--- config.mk ---
export PLATFORM = sky130hd
export DESIGN_NAME = axil_memory_arbiter
export DESIGN_NICKNAME = d
export VERILOG_FILES = /design/src/rtl/axil_memory_arbiter.sv
export SDC_FILE = /design/constraint.sdc
export NUM_CORES = 1
export LEC_CHECK = 0
export CAP_MARGIN = 5
export CORE_AREA = 2 2 139 141
export DETAILED_ROUTE_END_ITERATION = 10
export DIE_AREA = 0 0 141 143
export PLACE_DENSITY = 0.58
export SETUP_SLACK_MARGIN = 0.3
export SLEW_MARGIN = 20
export SYNTH_ARGS = -nofsm -noshare
export SYNTH_HDL_FRONTEND = slang
export SYNTH_SLANG_ARGS = --single-unit
--- constraint.sdc ---
create_clock -name i_Clock -period 2.15 [get_ports i_Clock]
set_input_delay 0.5375 -clock i_Clock [delete_from_list [all_inputs] [get_ports i_Clock]]
set_output_delay 0.5375 -clock i_Clock [all_outputs]
set_load 0.005 [all_outputs]
--- src/rtl/axil_memory_arbiter.sv ---
// Two-master, one-slave AXI-lite arbiter in front of a shared RAM.
// The instruction fetch port (read-only) and the data port (read/write)
// take turns with round-robin fairness. Only one transaction is outstanding
// at a time. Address, data and strobe are routed combinationally and never
// registered; the arbiter adds only grant state and two write-progress flags.
//
// state      | meaning
// -----------+------------------------------------------------------------
// IDLE       | no owner; all handshakes blocked; arbitrate on current valids
// INSTR_READ | instruction AR/R routed to the RAM until the R handshake
// DATA_READ  | data AR/R routed to the RAM until the R handshake
// DATA_WRITE | data AW/W/B routed to the RAM until the B handshake
//
// The state encoding is chosen so that it equals o_Grant directly.

module axil_memory_arbiter #(
    parameter int ADDR_WIDTH = 32,
    parameter int DATA_WIDTH = 32,
    localparam int STRB_WIDTH = DATA_WIDTH / 8
) (
    input  logic                  i_Clock,
    input  logic                  i_Reset,

    // instruction side, read only
    input  logic [ADDR_WIDTH-1:0] s_instr_axil_araddr,
    input  logic                  s_instr_axil_arvalid,
    output logic                  s_instr_axil_arready,
    output logic [DATA_WIDTH-1:0] s_instr_axil_rdata,
    output logic                  s_instr_axil_rvalid,
    input  logic                  s_instr_axil_rready,

    // data side, read/write
    input  logic [ADDR_WIDTH-1:0] s_data_axil_araddr,
    input  logic                  s_data_axil_arvalid,
    output logic                  s_data_axil_arready,
    output logic [DATA_WIDTH-1:0] s_data_axil_rdata,
    output logic                  s_data_axil_rvalid,
    input  logic                  s_data_axil_rready,
    input  logic [ADDR_WIDTH-1:0] s_data_axil_awaddr,
    input  logic                  s_data_axil_awvalid,
    output logic                  s_data_axil_awready,
    input  logic [DATA_WIDTH-1:0] s_data_axil_wdata,
    input  logic [STRB_WIDTH-1:0] s_data_axil_wstrb,
    input  logic                  s_data_axil_wvalid,
    output logic                  s_data_axil_wready,
    output logic [1:0]            s_data_axil_bresp,
    output logic                  s_data_axil_bvalid,
    input  logic                  s_data_axil_bready,

    // shared RAM side
    output logic [ADDR_WIDTH-1:0] m_axil_araddr,
    output logic                  m_axil_arvalid,
    input  logic                  m_axil_arready,
    input  logic [DATA_WIDTH-1:0] m_axil_rdata,
    input  logic                  m_axil_rvalid,
    output logic                  m_axil_rready,
    output logic [ADDR_WIDTH-1:0] m_axil_awaddr,
    output logic                  m_axil_awvalid,
    input  logic                  m_axil_awready,
    output logic [DATA_WIDTH-1:0] m_axil_wdata,
    output logic [STRB_WIDTH-1:0] m_axil_wstrb,
    output logic                  m_axil_wvalid,
    input  logic                  m_axil_wready,
    input  logic [1:0]            m_axil_bresp,
    input  logic                  m_axil_bvalid,
    output logic                  m_axil_bready,

    output logic [1:0]            o_Grant
);

    typedef enum logic [1:0] {
        IDLE       = 2'b00,
        INSTR_READ = 2'b01,
        DATA_READ  = 2'b10,
        DATA_WRITE = 2'b11
    } state_t;

    state_t state;
    state_t next_state;
    logic   r_Last_Data;
    logic   r_Aw_Done;
    logic   r_W_Done;

    logic   instr_req;
    logic   data_req;
    logic   grant_data;
    logic   grant_instr;
    logic   r_done;
    logic   b_done;
    logic   aw_hs;
    logic   w_hs;

    // Data wins when alone or when the instruction side was served last.
    assign instr_req   = s_instr_axil_arvalid;
    assign data_req    = s_data_axil_arvalid | s_data_axil_awvalid;
    assign grant_data  = (state == IDLE) && data_req && (!instr_req || !r_Last_Data);
    assign grant_instr = (state == IDLE) && instr_req && !grant_data;

    assign r_done = m_axil_rvalid & m_axil_rready;
    assign b_done = m_axil_bvalid & m_axil_bready;
    assign aw_hs  = m_axil_awvalid & m_axil_awready;
    assign w_hs   = m_axil_wvalid & m_axil_wready;

    // Payload is pure routing; only valid/ready are steered by the state.
    assign m_axil_awaddr      = s_data_axil_awaddr;
    assign m_axil_wdata       = s_data_axil_wdata;
    assign m_axil_wstrb       = s_data_axil_wstrb;
    assign s_instr_axil_rdata = m_axil_rdata;
    assign s_data_axil_rdata  = m_axil_rdata;
    assign s_data_axil_bresp  = m_axil_bresp;
    assign o_Grant            = state;

    // State register
    always_ff @(posedge i_Clock or posedge i_Reset) begin
        if (i_Reset) begin
            state <= IDLE;
        end else begin
            state <= next_state;
        end
    end

    // Next-state: arbitrate in IDLE, hold each grant until its final response
    always_comb begin
        next_state = state;
        case (state)
            IDLE: begin
                if (grant_data) begin
                    next_state = s_data_axil_awvalid ? DATA_WRITE : DATA_READ;
                end else if (grant_instr) begin
                    next_state = INSTR_READ;
                end
            end
            INSTR_READ: if (r_done) next_state = IDLE;
            DATA_READ:  if (r_done) next_state = IDLE;
            DATA_WRITE: if (b_done) next_state = IDLE;
            default:    next_state = IDLE;
        endcase
    end

    // Round-robin memory and write-channel progress flags
    always_ff @(posedge i_Clock or posedge i_Reset) begin
        if (i_Reset) begin
            r_Last_Data <= 1'b0;
            r_Aw_Done   <= 1'b0;
            r_W_Done    <= 1'b0;
        end else begin
            if (grant_data) begin
                r_Last_Data <= 1'b1;
            end else if (grant_instr) begin
                r_Last_Data <= 1'b0;
            end

            if (state != DATA_WRITE || b_done) begin
                r_Aw_Done <= 1'b0;
                r_W_Done  <= 1'b0;
            end else begin
                if (aw_hs) r_Aw_Done <= 1'b1;
                if (w_hs)  r_W_Done  <= 1'b1;
            end
        end
    end

    // Output routing: connect only the owner's channels, everything else idle
    always_comb begin
        s_instr_axil_arready = 1'b0;
        s_instr_axil_rvalid  = 1'b0;
        s_data_axil_arready  = 1'b0;
        s_data_axil_rvalid   = 1'b0;
        s_data_axil_awready  = 1'b0;
        s_data_axil_wready   = 1'b0;
        s_data_axil_bvalid   = 1'b0;
        m_axil_araddr        = s_data_axil_araddr;
        m_axil_arvalid       = 1'b0;
        m_axil_rready        = 1'b0;
        m_axil_awvalid       = 1'b0;
        m_axil_wvalid        = 1'b0;
        m_axil_bready        = 1'b0;
        case (state)
            INSTR_READ: begin
                m_axil_araddr        = s_instr_axil_araddr;
                m_axil_arvalid       = s_instr_axil_arvalid;
                s_instr_axil_arready = m_axil_arready;
                s_instr_axil_rvalid  = m_axil_rvalid;
                m_axil_rready        = s_instr_axil_rready;
            end
            DATA_READ: begin
                m_axil_araddr       = s_data_axil_araddr;
                m_axil_arvalid      = s_data_axil_arvalid;
                s_data_axil_arready = m_axil_arready;
                s_data_axil_rvalid  = m_axil_rvalid;
                m_axil_rready       = s_data_axil_rready;
            end
            DATA_WRITE: begin
                // Each address/data beat is forwarded exactly once.
                m_axil_awvalid      = s_data_axil_awvalid & ~r_Aw_Done;
                s_data_axil_awready = m_axil_awready & ~r_Aw_Done;
                m_axil_wvalid       = s_data_axil_wvalid & ~r_W_Done;
                s_data_axil_wready  = m_axil_wready & ~r_W_Done;
                s_data_axil_bvalid  = m_axil_bvalid;
                m_axil_bready       = s_data_axil_bready;
            end
            default: ;
        endcase
    end

endmodule

==> summary.txt <==
Power and ir drop
  • P_sw: 0.966 mW
  • Sequential share of power: under 10%
  • Peak supply drop: approximately 0.00022 V
  • Lkg Pwr: 1.32 nW
  • Clock power frac: under 10%
  • Power Internal: between 2 and 2.5 mW
  • Switching share of power: 31.7%
  • Pwr dens: a little under 1000 mW/mm^2
  • Combinational power share: a little under nine tenths
  • Total power draw: slightly above 3 mW

Synthesis
  • Ys async rst share: between 90% and 100%
  • Prevailing post-synth register cell: dfrtp_1
  • Ranking of synthesized cells by area: buf_4 (55%), mux2_2 (17%), dfrtp_1 (6.9%)
  • Post-synthesis register bit count: 5
  • Cell taking the most area after synthesis: buf_4
  • Cell count after synthesis: 218
  • YS warnings: 0
  • Syn avg cell area: roughly 8.3 sq um
  • Syn Std Cell Area: 0.00182 sq mm
  • Post-synth EDFFs: 0
  • Synth unique cells: 24
  • Sequential share of the synthesized area: 6.89%
  • Syn_nets: 404
  • Post-synth top area share: a little under three fifths

Floorplan
  • Die width: between 100 and 150 um
  • Core Footprint: 0.0186 sq mm
  • Std-Cell Rows: 50
  • Vert. Die Dim: approximately 140 um
  • Initial Util: under 10%
  • Die area: ~0.020 sq mm
  • I/O Pins: 360

Timing
  • Measured slew at the worst slew-check pin: roughly 0.23 ns
  • Fmax: ~0.44 GHz
  • Setup TNS: -1.11 ns
  • Slew Limit Fails: 0
  • Slew headroom: about 84%
  • Post-layout min period: ~2.2 ns
  • Setup violations, final: 18
  • Period utilization: 105%
  • Unrepaired setup endpoints after global routing: yes
  • Post-route setup slack: -0.0999 ns
  • Final number of hold-violating endpoints: 0
  • Hold slack: 0.482 ns
  • Worst-case clock skew: around 0.0019 ns

Cells and area
  • Layout Cells excl Fill: 492
  • Post-layout net count: around 450
  • Most frequent cells in the layout: clkdlybuf4s50_1 (74), buf_6 (43), buf_4 (25)
  • Fraction of layout cells with a size suffix above 1: 58.9%
  • Fillers: slightly above 2000
  • Final Instance Area: about 0.0031 sq mm
  • Commonest non-fill, non-tap cell in the layout: clkdlybuf4s50_1
  • P&R area growth vs syn: 68.7%
  • N_diodes: 0

Drt
  • Final WL: roughly 8 mm
  • WL/cell: roughly 16 um
  • Starting DRT DRC Count: 37
  • Via count: 1503
  • Antenna-violating nets left: 0
  • Drt drc: 0
  • Initial DRT Pass Iterations: 4
  • Via density: roughly 3.1

Worst setup path
  • Worst-case register-to-register setup slack: roughly 0.16 ns
  • Worst setup path class: reg -> out
  • Crit path max fanout: 8
  • CP endpoint kind: output port
  • Most common cell on crit path: buf_6
  • Setup crit start kind: flop
  • Worst path max stage delay: ~0.38 ns
  • CP max-delay cell: dfrtp_1
  • Worst path cell trace: buf_6 > ha_4 > buf_12 > buf_12 > buf_6 > mux2_4 > buf_6
  • Worst EP arrival: ~1.7 ns
  • Req. time, crit path: roughly 1.6 ns

Global route
  • Antenna violations before repair: 0
  • Total congestion overflow: 0
  • Vias in the first global route: about 1600
  • Largest net degree at the start of global routing: 9
  • Global-route usage over all layers: under 10%
  • First-pass GRT wire length: approximately 10 mm

Clock tree
  • H-Tree Depth: 1
  • Clk buf depth: 2
  • TritonCTS clock tree: done
  • Hold Buf Count CTS: 0
  • CTS clk-pin slew, worst paths: about 0.030 ns
  • Clock root cell: clkbuf_16
  • TritonCTS Buffers: 3
  • Sinks on Clock Net: 5
  • Clock latency on the worst-skew pair: 0.22 ns

Placement
  • Detail Placement HPWL: just under 6 mm
  • Routability Congestion: 0.723
  • Post-DP Area: ~0.0024 sq mm
  • Port-buffer cells: 123
  • Placed cell count: 448

Run status
  • Failing checks: negative setup slack
  • Status: complete, but fails checks

Min path
  • Tightest Hold Check Type: reg -> reg

Job
  • Total of max-cap violations: 0
-- state kept, by name, indices dropped and copies added (netlist names) --
| signal | count |
|---|---|
| r_Aw_Done | 1 |
| r_Last_Data | 1 |
| r_W_Done | 1 |
| o_Grant | 2 |
-- synthesized netlist by cell type (2+ instances only) --
cell type  count
buf_4        134
mux2_2        27
and2_1         6
ha_1           6
dfrtp_1        5
inv_1          5
mux2_1         5
nand2_1        4
and3b_1        3
buf_2          3
nor2_1         3
a21oi_1        2
a22oi_1        2
mux2i_1        2
nor2b_1        2
-- cell families (layout without fill, tap and decap cells) --
family | after synthesis | count (layout) | share of synthesized area (%)
adders and majority gates | 6 | 6 | 4.13
DFF | 5 | 5 | 6.89
buffers and inverters | 143 | 183 | 57.4
and+or+nand+nor | 23 | 23 | 7.99
muxes | 34 | 34 | 20.9
AOI/OAI and AO/OA | 7 | 7 | 2.62
-- final timing paths --
check	end	start	depth (start not counted)
worst max-delay path	m_axil_araddr[25]	o_Grant[0]	7
worst min-delay path	r_Last_Data	r_Last_Data	1
worst max register to register	o_Grant[1]	o_Grant[0]	9
worst min register to register	r_Last_Data	r_Last_Data	1
max in group asynchronous	r_Aw_Done	i_Reset	2
min in group asynchronous	r_Last_Data	i_Reset	2
-- metrics by stage --
stage,utilization [%],setup WS (ns)
2_1_floorplan,-,0.319
3_3_place_gp,13.1,-0.166
4_1_cts,15.8,-0.121
6_report,16.5,-0.0999
3_5_place_dp,13.1,-0.172
5_1_grt,16.5,-0.145
-- per-layer routing --
metal / track usage [%] / wire length, um
met2: 10.2 / 3730
met1: 6.77 / 2620
met4: 1.74 / 80
met3: 7.18 / 1550
met5: 1.75 / 48
-- final cells by class --
cell class              instances  area (sq um)  share of cell area (%)
repair buffers                174          1720                    56.1
multi-input cells              70           826                    26.9
well taps                     234           293                    9.55
flip-flops and latches          5           125                    4.08
clock buffers                   4          78.8                    2.57
inverters                       5          22.5                   0.735
-- critical path: cells and delay by family (launching register included) --
| family | cells | cell delay (ns) |
|---|---|---|
| flip-flops | 1 | 0.38 |
| buffers and inverters | 5 | 0.62 |
| adder cells (fa/ha/maj) | 1 | 0.17 |
| multiplexers | 1 | 0.29 |
-- power groups by stage --
stage | clock network (mW) | logic [mW] | registers [mW]
global route | 0.316 | 2.79 | 0.139
global placement | 0 | 1.55 | 0.134
CTS | 0.307 | 2.45 | 0.137
detailed placement | 0 | 1.57 | 0.135
floorplan | 0 | 0.866 | 0.143
finish | 0.300 | 2.61 | 0.136
-- timing repair --
item                                    CTS  global route
resized for setup                       253            19
pin swaps                                 8             5
setup buffers                            31             7
cloned                                    2             0
endpoints found under the setup margin   44            45
No activity file was read; power rests on OpenSTA's default activity.
